==> config.mk <==
export PLATFORM = sky130hd
export DESIGN_NAME = board_mover
export DESIGN_NICKNAME = d
export VERILOG_FILES = /design/src/rtl/game_pkg.sv /design/src/rtl/merge_line.sv /design/src/rtl/board_mover.sv
export SDC_FILE = /design/constraint.sdc
export NUM_CORES = 1
export LEC_CHECK = 0
export ABC_AREA = 0
export CAP_MARGIN = 20
export CORE_MARGIN = 3
export CORE_UTILIZATION = 25
export CTS_BUF_LIST = sky130_fd_sc_hd__clkbuf_4 sky130_fd_sc_hd__clkbuf_8
export CTS_CLUSTER_DIAMETER = 60
export DETAILED_ROUTE_END_ITERATION = 8
export GPL_TIMING_DRIVEN = 0
export PLACE_DENSITY_LB_ADDON = 0.12
export SETUP_SLACK_MARGIN = 0.3
export SYNTH_ARGS = -nofsm -noshare
export SYNTH_HDL_FRONTEND = slang
export SYNTH_HIERARCHICAL = 1
export SYNTH_SLANG_ARGS = --single-unit
==> constraint.sdc <==
create_clock -name clk -period 26.4 [get_ports clk]
set_clock_uncertainty 0.2 [all_clocks]
set_input_delay 3.96 -clock clk [delete_from_list [all_inputs] [get_ports clk]]
set_output_delay 3.96 -clock clk [all_outputs]
set_load 0.005 [all_outputs]
==> src/rtl/game_pkg.sv <==
// Shared types, constants and board tile accessors for the 2048 game blocks.
package game_pkg;

  typedef enum logic [1:0] {
    DIR_UP    = 2'b00,
    DIR_DOWN  = 2'b01,
    DIR_LEFT  = 2'b10,
    DIR_RIGHT = 2'b11
  } dir_t;

  typedef logic [3:0] tile_t;

  typedef enum logic [1:0] {
    ST_IDLE = 2'b00,
    ST_PROC = 2'b01,
    ST_DONE = 2'b10
  } mover_state_t;

  localparam tile_t MAX_EXP = 4'd15;
  localparam int    BOARD_W = 64;

  function automatic tile_t get_tile(input logic [BOARD_W-1:0] b,
                                     input logic [1:0] r,
                                     input logic [1:0] c);
    return b[{r, c, 2'b00} +: 4];
  endfunction

  function automatic logic [BOARD_W-1:0] set_tile(input logic [BOARD_W-1:0] b,
                                                  input logic [1:0] r,
                                                  input logic [1:0] c,
                                                  input tile_t t);
    logic [BOARD_W-1:0] nb;
    nb = b;
    nb[{r, c, 2'b00} +: 4] = t;
    return nb;
  endfunction

endpackage

==> src/rtl/merge_line.sv <==
// Combinational slide-and-merge of one 4-tile line given in destination order.
module merge_line
  import game_pkg::*;
(
  input  tile_t       t0_i,
  input  tile_t       t1_i,
  input  tile_t       t2_i,
  input  tile_t       t3_i,
  output tile_t       q0_o,
  output tile_t       q1_o,
  output tile_t       q2_o,
  output tile_t       q3_o,
  output logic [16:0] score_o
);

  tile_t       in_s  [0:3];
  tile_t       cmp_s [0:4];
  tile_t       res_s [0:3];
  logic [2:0]  cnt_s;
  logic [1:0]  wr_s;
  logic        skip_s;
  logic [16:0] score_s;

  assign in_s[0] = t0_i;
  assign in_s[1] = t1_i;
  assign in_s[2] = t2_i;
  assign in_s[3] = t3_i;

  // Compress zeros, then merge front-to-back; cmp_s[4] is a zero sentinel.
  always_comb begin
    cmp_s   = '{default: 4'd0};
    res_s   = '{default: 4'd0};
    cnt_s   = 3'd0;
    wr_s    = 2'd0;
    skip_s  = 1'b0;
    score_s = 17'd0;
    for (int i = 0; i < 4; i++) begin
      if (in_s[i] != 4'd0) begin
        cmp_s[cnt_s] = in_s[i];
        cnt_s        = cnt_s + 3'd1;
      end else begin
        cnt_s = cnt_s;
      end
    end
    for (int i = 0; i < 4; i++) begin
      if (skip_s) begin
        skip_s = 1'b0;
      end else if (cmp_s[i] != 4'd0) begin
        if ((cmp_s[i] == cmp_s[i+1]) && (cmp_s[i] != MAX_EXP)) begin
          res_s[wr_s] = cmp_s[i] + 4'd1;
          score_s     = score_s + (17'd1 << (cmp_s[i] + 4'd1));
          skip_s      = 1'b1;
        end else begin
          res_s[wr_s] = cmp_s[i];
        end
        wr_s = wr_s + 2'd1;
      end else begin
        skip_s = 1'b0;
      end
    end
  end

  assign q0_o    = res_s[0];
  assign q1_o    = res_s[1];
  assign q2_o    = res_s[2];
  assign q3_o    = res_s[3];
  assign score_o = score_s;

endmodule

==> src/rtl/board_mover.sv <==
// Sequential 4x4 2048 move engine: one line merged per clock, results registered on DONE entry.
module board_mover
  import game_pkg::*;
#(
  parameter int WIN_EXP = 11
) (
  input  logic        clk,
  input  logic        rst,
  input  logic        start,
  input  logic [1:0]  dir,
  input  logic [63:0] board_in,
  output logic        busy,
  output logic        done,
  output logic [63:0] board_out,
  output logic        moved,
  output logic [18:0] score_delta,
  output logic [3:0]  max_tile,
  output logic        won
);

  mover_state_t state_q, state_d;
  logic [1:0]   idx_q, idx_d;
  logic [63:0]  work_q, work_d;
  logic [63:0]  orig_q, orig_d;
  dir_t         dir_q, dir_d;
  logic [18:0]  acc_q, acc_d;
  logic         load_out_s;

  logic [63:0]  board_out_q;
  logic         moved_q;
  logic [18:0]  score_q;
  logic [3:0]   max_q;
  logic         won_q;

  logic [3:0]   pos_s  [0:3];
  tile_t        line_s [0:3];
  tile_t        res_s  [0:3];
  logic [16:0]  line_score_s;
  logic [63:0]  merged_s;
  logic [3:0]   max_s;
  logic         won_s;

  // Position p of line idx as {r,c}, counted from the destination edge outward.
  function automatic logic [3:0] line_pos(input dir_t d, input logic [1:0] idx,
                                          input logic [1:0] p);
    case (d)
      DIR_LEFT:  return {idx, p};
      DIR_RIGHT: return {idx, 2'd3 - p};
      DIR_UP:    return {p, idx};
      DIR_DOWN:  return {2'd3 - p, idx};
      default:   return {idx, p};
    endcase
  endfunction

  // Gather the active line out of the working board.
  always_comb begin
    for (int p = 0; p < 4; p++) begin
      pos_s[p]  = line_pos(dir_q, idx_q, 2'(p));
      line_s[p] = get_tile(work_q, pos_s[p][3:2], pos_s[p][1:0]);
    end
  end

  merge_line u_merge (
    .t0_i    (line_s[0]),
    .t1_i    (line_s[1]),
    .t2_i    (line_s[2]),
    .t3_i    (line_s[3]),
    .q0_o    (res_s[0]),
    .q1_o    (res_s[1]),
    .q2_o    (res_s[2]),
    .q3_o    (res_s[3]),
    .score_o (line_score_s)
  );

  // Scatter the merged line back into a copy of the working board.
  always_comb begin
    merged_s = work_q;
    for (int p = 0; p < 4; p++) begin
      merged_s = set_tile(merged_s, pos_s[p][3:2], pos_s[p][1:0], res_s[p]);
    end
  end

  // Next-state logic; load_out_s marks the edge that enters DONE.
  always_comb begin
    state_d    = state_q;
    idx_d      = idx_q;
    work_d     = work_q;
    orig_d     = orig_q;
    dir_d      = dir_q;
    acc_d      = acc_q;
    load_out_s = 1'b0;
    case (state_q)
      ST_IDLE: begin
        if (start) begin
          state_d = ST_PROC;
          work_d  = board_in;
          orig_d  = board_in;
          dir_d   = dir_t'(dir);
          idx_d   = 2'd0;
          acc_d   = 19'd0;
        end else begin
          state_d = ST_IDLE;
        end
      end
      ST_PROC: begin
        work_d = merged_s;
        acc_d  = acc_q + {2'b00, line_score_s};
        idx_d  = idx_q + 2'd1;
        if (idx_q == 2'd3) begin
          state_d    = ST_DONE;
          load_out_s = 1'b1;
        end else begin
          state_d = ST_PROC;
        end
      end
      ST_DONE: begin
        state_d = ST_IDLE;
      end
      default: begin
        state_d = ST_IDLE;
      end
    endcase
  end

  // Largest exponent of the board about to be published.
  always_comb begin
    max_s = 4'd0;
    for (int i = 0; i < 16; i++) begin
      if (work_d[i*4 +: 4] > max_s) begin
        max_s = work_d[i*4 +: 4];
      end else begin
        max_s = max_s;
      end
    end
  end

  assign won_s = (int'(max_s) >= WIN_EXP);

  // FSM, line counter and working registers.
  always_ff @(posedge clk or posedge rst) begin
    if (rst) begin
      state_q <= ST_IDLE;
      idx_q   <= 2'd0;
      work_q  <= 64'd0;
      orig_q  <= 64'd0;
      dir_q   <= DIR_UP;
      acc_q   <= 19'd0;
    end else begin
      state_q <= state_d;
      idx_q   <= idx_d;
      work_q  <= work_d;
      orig_q  <= orig_d;
      dir_q   <= dir_d;
      acc_q   <= acc_d;
    end
  end

  // Result registers, updated only on DONE entry.
  always_ff @(posedge clk or posedge rst) begin
    if (rst) begin
      board_out_q <= 64'd0;
      moved_q     <= 1'b0;
      score_q     <= 19'd0;
      max_q       <= 4'd0;
      won_q       <= 1'b0;
    end else if (load_out_s) begin
      board_out_q <= work_d;
      moved_q     <= (work_d != orig_q);
      score_q     <= acc_d;
      max_q       <= max_s;
      won_q       <= won_s;
    end else begin
      board_out_q <= board_out_q;
      moved_q     <= moved_q;
      score_q     <= score_q;
      max_q       <= max_q;
      won_q       <= won_q;
    end
  end

  assign busy        = (state_q != ST_IDLE);
  assign done        = (state_q == ST_DONE);
  assign board_out   = board_out_q;
  assign moved       = moved_q;
  assign score_delta = score_q;
  assign max_tile    = max_q;
  assign won         = won_q;

endmodule

# Word level (Yosys, flattened, before mapping)
# Index checks and enable logic that the tools add are counted.
# totals
regBits	242
input_bits	69
# op_classes
n_addsub	17
n_lt_le_gt_ge	29
n_eq_ne	16
n_shift	16
muxes	98
n_bitwise	6
reduce_logical	24
# op_table
cell	n
64-bit bitwise mux	4
4-bit by 8-bit variable shift with 64-bit output, first input constant	4
4-bit by 8-bit variable part select with 64-bit output	4
64-bit by 7-bit variable part select with 4-bit output	4
17-bit two-way mux	11
16-bit two-way mux	9
64-bit case mux with 2 select lines	1
4-bit two-way mux	25
16-bit bitwise mux	6
1-bit by 4-bit left shift with 17-bit output, first input constant	4
64-bit two-way mux	1
64-bit inequality test	1
4-bit case mux with 4 select lines	4
20-bit bitwise mux	3
4-bit greater-than comparator	15
20-bit two-way mux	3
17-bit adder	3
19-bit case mux with 2 select lines	1
4-bit demux with 3-bit select	3
6-bit negator with 8-bit output	4
4-bit nonzero test	8
4-bit demux with 2-bit select	3
19-bit by 17-bit adder with 19-bit output	1
19-bit two-way mux	1
other kinds (26)	83

# Logic depth before layout (Yosys ltp)
# Gate-level depths: netlist of run 1.
# depth
ltp_word	74
ltp_mapped	173
mapped_depth_nobuf	162

# Hierarchy
# Netlist of run 1, hierarchy kept.
# by_module_without_submodules
module	n_inst	cells_each	area_each_um2
board_mover	1	2472	20402.1
merge_line	1	697	5195.0

# Least setup slack after synthesis of run 1
# No wires, ideal clock.
# synth_timing
kind	register to register
start	register idx_q[1]
end	register won_q, in the netlist won
setup_ps	120
arrival_time_ps	28231
t_required_ps	26080
path_slack_ps	-2151
path_stages_with_launch	154
path_buffers	10
path_cell_list	dfrtp_1 -> buf_2 -> buf_2 -> buf_4 -> buf_2 -> buf_1 -> o21ai_1 -> inv_2 -> buf_1 -> mux2i_1 -> nand2_1 -> a311oi_1 -> a31oi_1 -> clkbuf_1 -> or4_1 -> fa_1 -> or2_2 -> nor2_1 -> [118 not listed] -> a21oi_1 -> a41o_2 -> nor2_1 -> nor2_1 -> o21a_1 -> inv_1 -> ha_1 -> nor2b_1 -> o21ai_0 -> nand2b_1 -> a21oi_1 -> a41o_1 -> clkbuf_2 -> nand3_1 -> o32ai_1 -> a41oi_1 -> o31a_1 -> o211a_1
# synth_rtl
element	line_no	rtl
from (decl)	board_mover.sv:22	logic [1:0] idx_q, idx_d;
from (signal assigned)	board_mover.sv:150	idx_q <= idx_d;
to (signal assigned)	board_mover.sv:171	won_q <= won_s;
to (signal assigned)	board_mover.sv:177	won_q <= won_q;
to (decl)	board_mover.sv:33	logic won_q;

==> run summary, run 1 <==
cells on worst reg2reg path -> 151
sequential element share of the synthesized area -> 23.7%
Ys Warns -> 6
Worst Path Arrival -> 28.27 ns
Initial DRC Count -> 2,406
final cell count without fillers -> 4,997
GRT Overall Usage -> 24.4%
final instance area -> 34,800 µm²
layout cells sized above 1 -> 25.8%
DIE WIDTH -> 326 µm
Worst Hold Depth -> 2
Netlist cell types -> 124
gr ovfl total -> 0
number of vias per cell -> 5.45
post-route ant nets -> 0
Hold WS -> 0.273 ns
final WL -> 134,000 µm
CP max stage delay -> 0.54 ns
largest net degree at the start of global routing -> 115
Syn-to-layout area delta -> 35.9%
Max stage delay cell, worst path -> or4_4
min-delay worst type -> reg2reg
first-pass GRT wire length -> 193,000 µm
vias -> 27,200
CTS root buf -> clkbuf_8
clock tree sinks -> 242
Slew Limit Fails -> 0
status -> finished with violations
Worst Path Required -> 26.71 ns
number of synthesized register bits -> 242
Initial Utilization -> 25.4%
RSZ-0062 raised after global routing -> yes
worst setup slack after placement -> -5.42 ns
CP Max Fanout -> 7
fin crit period -> 27.96 ns
row cnt -> 116
Worst setup SP type -> register
clock latency on the worst-skew pair -> 0.65 ns
Fmax -> 0.0358 GHz
RR Endpoint -> won$_DFFE_PP0P_
nets -> 3,844
failing checks -> negative setup slack
Top FF cell, synth -> dfrtp_1
Slew HR -> 20.6%
Syn Std Cell Area -> 25,600 µm²
H-tree Lvls -> 2
Adder-Cell Fraction of Synth Area -> 8.44%
largest family of logic cells by synthesized area -> compound AO/OA/AOI/OAI gates
cell count after synthesis -> 3,169
CORE AREA -> 101,000 µm²
wire per inst -> 26.9 µm
cell repeated most along the worst path -> ha_4
CTS tree -> built
Final Wtd Congestion -> 1.01
die height -> 326 µm
dpl cell area -> 29,700 µm²
MaxCap Viol Count -> 0
Worst-Margin Slew -> 1.19 ns
dpl hpwl -> 105,000 µm
DP Cell Count -> 4,694
Fin. Hold Viols -> 0
final setup violation count -> 5
CP Class -> reg2reg
CTS Buf Count -> 46
Critical Path End Type -> register
drt pass-1 iters -> 6
initial antenna violation count -> 4
number of global-route vias before repair -> 27,100
post-synthesis compound-gate area fraction -> 24.6%
syn avg cell area -> 8.08 µm²
Final Cycle Share -> 106%
clock tree buffer depth -> 3
I/O Pins -> 160
Post-Synth Simple-Gate Area -> 20.6%
hold_buf cts -> 0
flop2flop setup slack -> -1.56 ns
number of port buffers -> 159
die area -> 106,000 µm²
multiplexer share of the synthesized area -> 12.6%
DRC -> 0
Post-synth EDFFs -> 0
Critical R2R Launch -> dir_q[1]$_DFFE_PP0P_
Synth Area in XOR/XNOR -> 5.03%
min-delay src -> board_out[5]$_DFFE_PP0P_
clock-pin slew of the registers on the worst-case setup and hold paths -> 0.06 ns
FFs w/ async S/R, synth -> 100%
hold path endpoint -> board_out[5]$_DFFE_PP0P_
Setup WS post-layout -> -1.56 ns
==> final cells by class <==
class,count,area [µm²]
repair buffers,391,3550
clock buffers,67,878
clock inverters,12,155
diodes,1,2.50
fillers,10600,66100
inverters,118,482
plain buffers,182,1330
well taps,1357,1700
flip-flops and latches,242,6060
multi-input cells,2627,20600
==> routing by layer <==
layer,global-route usage (%),vias up,routed length (µm)
li1,-,12500,-
met1,32.2,13400,58400
met3,3.31,314,8100
met4,12.8,4,7970
met2,38.6,1039,59800
met5,0,-,24
==> metrics by stage <==
| step | TNS (ns) | util [%] |
|---|---|---|
| finish | -7.24 | 34.5 |
| global route | -12.89 | 34.5 |
| floorplan | 0 | - |
| CTS | -6.74 | 33.5 |
| detailed placement | -26.09 | 29.4 |
| global placement | -27.44 | 29.3 |
==> critical path: cells and delay by family, from the launching register on <==
family,cells,cell delay [ns]
AND/OR/NAND/NOR,38,5.12
flip-flops,1,0.38
XOR/XNOR,1,0.16
multiplexers,6,1.87
AO/OA/AOI/OAI,66,11.81
adder cells (fa/ha/maj),20,5.60
buffers and inverters,20,2.59
==> flip-flops by register name, summed over array words and instances (netlist names) <==
name / cells
max_tile: 4
board_out: 64
state_q: 2
work_q: 64
score_delta: 19
won: 1
acc_q: 19
orig_q: 64
dir_q: 2
idx_q: 2
moved: 1
==> synthesized netlist by cell type (all sizes together) (18+ instances only) <==
cell / n / share of area, %
a211oi: 47 / 1.5
nor2b: 48 / 1.2
inv: 115 / 1.7
mux2i: 132 / 5.4
clkbuf: 117 / 1.7
dfrtp: 242 / 24
nor3: 60 / 1.2
o211ai: 25 / 0.83
nor2: 212 / 3.1
o21a: 32 / 0.94
buf: 66 / 1.6
a21o: 33 / 0.97
xnor2: 90 / 3.1
and3: 58 / 1.4
ha: 162 / 7.9
nand2: 409 / 6.0
nand2b: 39 / 0.98
mux2: 142 / 6.4
o22ai: 39 / 1.0
a31oi: 34 / 0.88
a22oi: 24 / 0.72
a21oi: 249 / 4.9
o22a: 32 / 1.1
o21ai: 216 / 4.2
nand4: 18 / 0.44
and2: 45 / 1.1
nor4: 21 / 0.57
nand3: 95 / 1.9
xor2: 57 / 2.0
==> what timing repair did <==
action	in CTS	in global routing
pin swaps	129	97
gates resized for setup	368	133
setup buffers	174	45
endpoints found under the setup margin	5	5
cloned	2	0
==> logic make-up after synthesis <==
logic type                 count (synthesis)
and+or+nand+nor                         1089
AOI/OAI and AO/OA                        936
buffers and inverters                    301
muxes                                    283
DFF                                      242
adders and majority gates                170
xor gates and xnor gates                 147
other                                      1
==> placed cells by master (no fill, tap or decap), types with 29 or more instances in the layout <==
| master | count |
|---|---|
| nand2_1 | 383 |
| nor2_1 | 188 |
| a21oi_2 | 38 |
| nand3_1 | 78 |
| clkbuf_1 | 76 |
| clkbuf_8 | 73 |
| buf_4 | 215 |
| a21o_1 | 33 |
| xor2_1 | 56 |
| buf_6 | 33 |
| dfrtp_1 | 242 |
| nor2b_1 | 40 |
| nor3_1 | 50 |
| clkdlybuf4s50_1 | 159 |
| o22a_1 | 29 |
| ha_1 | 133 |
| mux2_2 | 122 |
| and2_1 | 40 |
| o21ai_0 | 160 |
| inv_1 | 102 |
| mux2i_1 | 88 |
| o22ai_1 | 36 |
| a211oi_1 | 35 |
| nand2b_1 | 37 |
| a21oi_1 | 204 |
| and3_1 | 55 |
| mux2i_4 | 31 |
| xnor2_1 | 87 |
| o21a_1 | 29 |
==> worst max-delay path by stage <==
stage,startpoint,endpoint,slack (ns)
after floorplan,dir_q[1]$_DFFE_PP0P_,won$_DFFE_PP0P_,0.11
after global placement,dir_q[0]$_DFFE_PP0P_,won$_DFFE_PP0P_,-5.70
after detailed placement,dir_q[0]$_DFFE_PP0P_,won$_DFFE_PP0P_,-5.42
after CTS,dir_q[1]$_DFFE_PP0P_,won$_DFFE_PP0P_,-1.46
after global routing,dir_q[1]$_DFFE_PP0P_,won$_DFFE_PP0P_,-2.71
final,dir_q[1]$_DFFE_PP0P_,won$_DFFE_PP0P_,-1.56
Power of run 1 is not shown: default switching activity piles up to over one toggle a cycle in this logic, so the estimate is an artifact.
==> run 2, diff against run 1 <==
--- a/config.mk
+++ b/config.mk
@@ -15,6 +15,7 @@
 export GPL_TIMING_DRIVEN = 0
 export PLACE_DENSITY_LB_ADDON = 0.12
 export SETUP_SLACK_MARGIN = 0.3
+export SKIP_CTS_REPAIR_TIMING = 1
 export SYNTH_ARGS = -nofsm -noshare
 export SYNTH_HDL_FRONTEND = slang
 export SYNTH_HIERARCHICAL = 1
==> run 2 against run 1 <==
  * The run still ends with negative setup slack left
  * Worst setup slack worse by 0.54 ns
  * Sequential share of layout area up 0.64 points
  * Wire length down 2.6%
  * Final area down 3.6%
  * Critical endpoint unchanged
  * Via count down 2.2%
  * Cell count down 1.5%
  * Global-route usage down 0.96 points
  * Register-to-register slack worse by 0.54 ns
==> run summary, run 2 (same netlist as run 1, synthesis figures left out) <==
drt pass-1 iters -> 6
die height -> 326 µm
dpl hpwl -> 105,000 µm
number of port buffers -> 159
row cnt -> 116
DIE WIDTH -> 326 µm
Slew Limit Fails -> 0
Worst setup SP type -> register
largest net degree at the start of global routing -> 115
Worst-Margin Slew -> 1.31 ns
Final Cycle Share -> 108%
min-delay worst type -> reg2reg
Worst Path Buf+Inv -> 15
Setup WS post-layout -> -2.10 ns
status -> finished with violations
gr ovfl total -> 0
Fin. Hold Viols -> 0
most common cell after layout, fill and taps aside -> nand2_1
clock tree buffer depth -> 3
CP Class -> reg2reg
CORE AREA -> 101,000 µm²
fin crit period -> 28.50 ns
MaxCap Viol Count -> 0
CTS tree -> built
clock latency on the worst-skew pair -> 0.65 ns
CTS root buf -> clkbuf_8
failing checks -> negative setup slack
initial antenna violation count -> 2
H-tree Lvls -> 2
GRT Overall Usage -> 23.4%
Worst Path Arrival -> 28.86 ns
Initial DRC Count -> 2,400
Worst Path Required -> 26.76 ns
Fmax -> 0.0351 GHz
cell family with most CP delay -> compound AO/OA/AOI/OAI gates
layout cells sized above 1 -> 22.7%
final WL -> 131,000 µm
Critical Path End Type -> register
post-route ant nets -> 0
CP max stage delay -> 0.58 ns
die area -> 106,000 µm²
CP Max Fanout -> 10
final setup violation count -> 5
CTS Buf Count -> 46
Slew HR -> 12.6%
RSZ-0062 raised after global routing -> yes
Initial Utilization -> 25.4%
vias -> 26,600
number of vias per cell -> 5.41
nets -> 3,768
most frequent cells in the layout -> nand2_1 (389), dfrtp_1 (242), a21oi_1 (211)
I/O Pins -> 160
Max stage delay cell, worst path -> clkbuf_1
clock-pin slew of the registers on the worst-case setup and hold paths -> 0.06 ns
Syn-to-layout area delta -> 31.0%
clock tree sinks -> 242
first-pass GRT wire length -> 185,000 µm
DRC -> 0
setup TNS -> -9.95 ns
number of global-route vias before repair -> 25,600
Final Wtd Congestion -> 1.01
wire per inst -> 26.6 µm
[run 2: metrics by stage]
step	instances	worst slack, ns	util [%]	area, µm²	hold WS [ns]
4_1_cts	4773	-5.51	30.4	30700	0.278
3_3_place_gp	4686	-5.70	29.3	29500	0.262
6_report	4922	-2.10	33.3	33500	0.273
5_1_grt	4921	-3.26	33.2	33500	0.292
3_5_place_dp	4694	-5.42	29.4	29700	0.262
2_1_floorplan	3170	0.107	-	26300	0.256
[run 2: worst reg2reg max path, delay by kind of cell (launching register included)]
family | cells | cell delay (ns)
buffers and inverters | 15 | 2.36
flip-flops | 1 | 0.41
AO/OA/AOI/OAI | 64 | 11.73
multiplexers | 7 | 2.22
AND/OR/NAND/NOR | 42 | 5.43
adder cells (fa/ha/maj) | 20 | 6.12
[run 2: worst paths after layout]
check,from,endpoint,slack (ns),cells past startpoint
max in group asynchronous,rst,dir_q[1]$_DFFE_PP0P_,21.08,4
min in group asynchronous,rst,board_out[45]$_DFFE_PP0P_,3.53,2
setup / recovery,idx_q[0]$_DFFE_PP0P_,won$_DFFE_PP0P_,-2.10,148
setup reg to reg,idx_q[0]$_DFFE_PP0P_,won$_DFFE_PP0P_,-2.10,148
hold reg to reg,board_out[5]$_DFFE_PP0P_,board_out[5]$_DFFE_PP0P_,0.27,2
hold / removal,board_out[5]$_DFFE_PP0P_,board_out[5]$_DFFE_PP0P_,0.27,2
[run 2: layout make-up]
class | count | area (µm²)
diodes | 2 | 5.00
plain buffers | 182 | 1230
clock buffers | 67 | 878
clock inverters | 12 | 155
fillers | 10700 | 67300
inverters | 118 | 469
multi-input cells | 2627 | 20100
flip-flops and latches | 242 | 6060
well taps | 1357 | 1700
repair buffers | 315 | 2910
[run 2: per-layer routing]
| layer | global-route usage [%] | up-vias | wire, µm |
|---|---|---|---|
| li1 | - | 12300 | - |
| met1 | 31.7 | 13100 | 58000 |
| met2 | 37.5 | 943 | 59300 |
| met3 | 2.94 | 259 | 7480 |
| met4 | 9.91 | 0 | 6080 |
| met5 | 0 | - | 0 |
Power of run 2 is left out for the same reason.
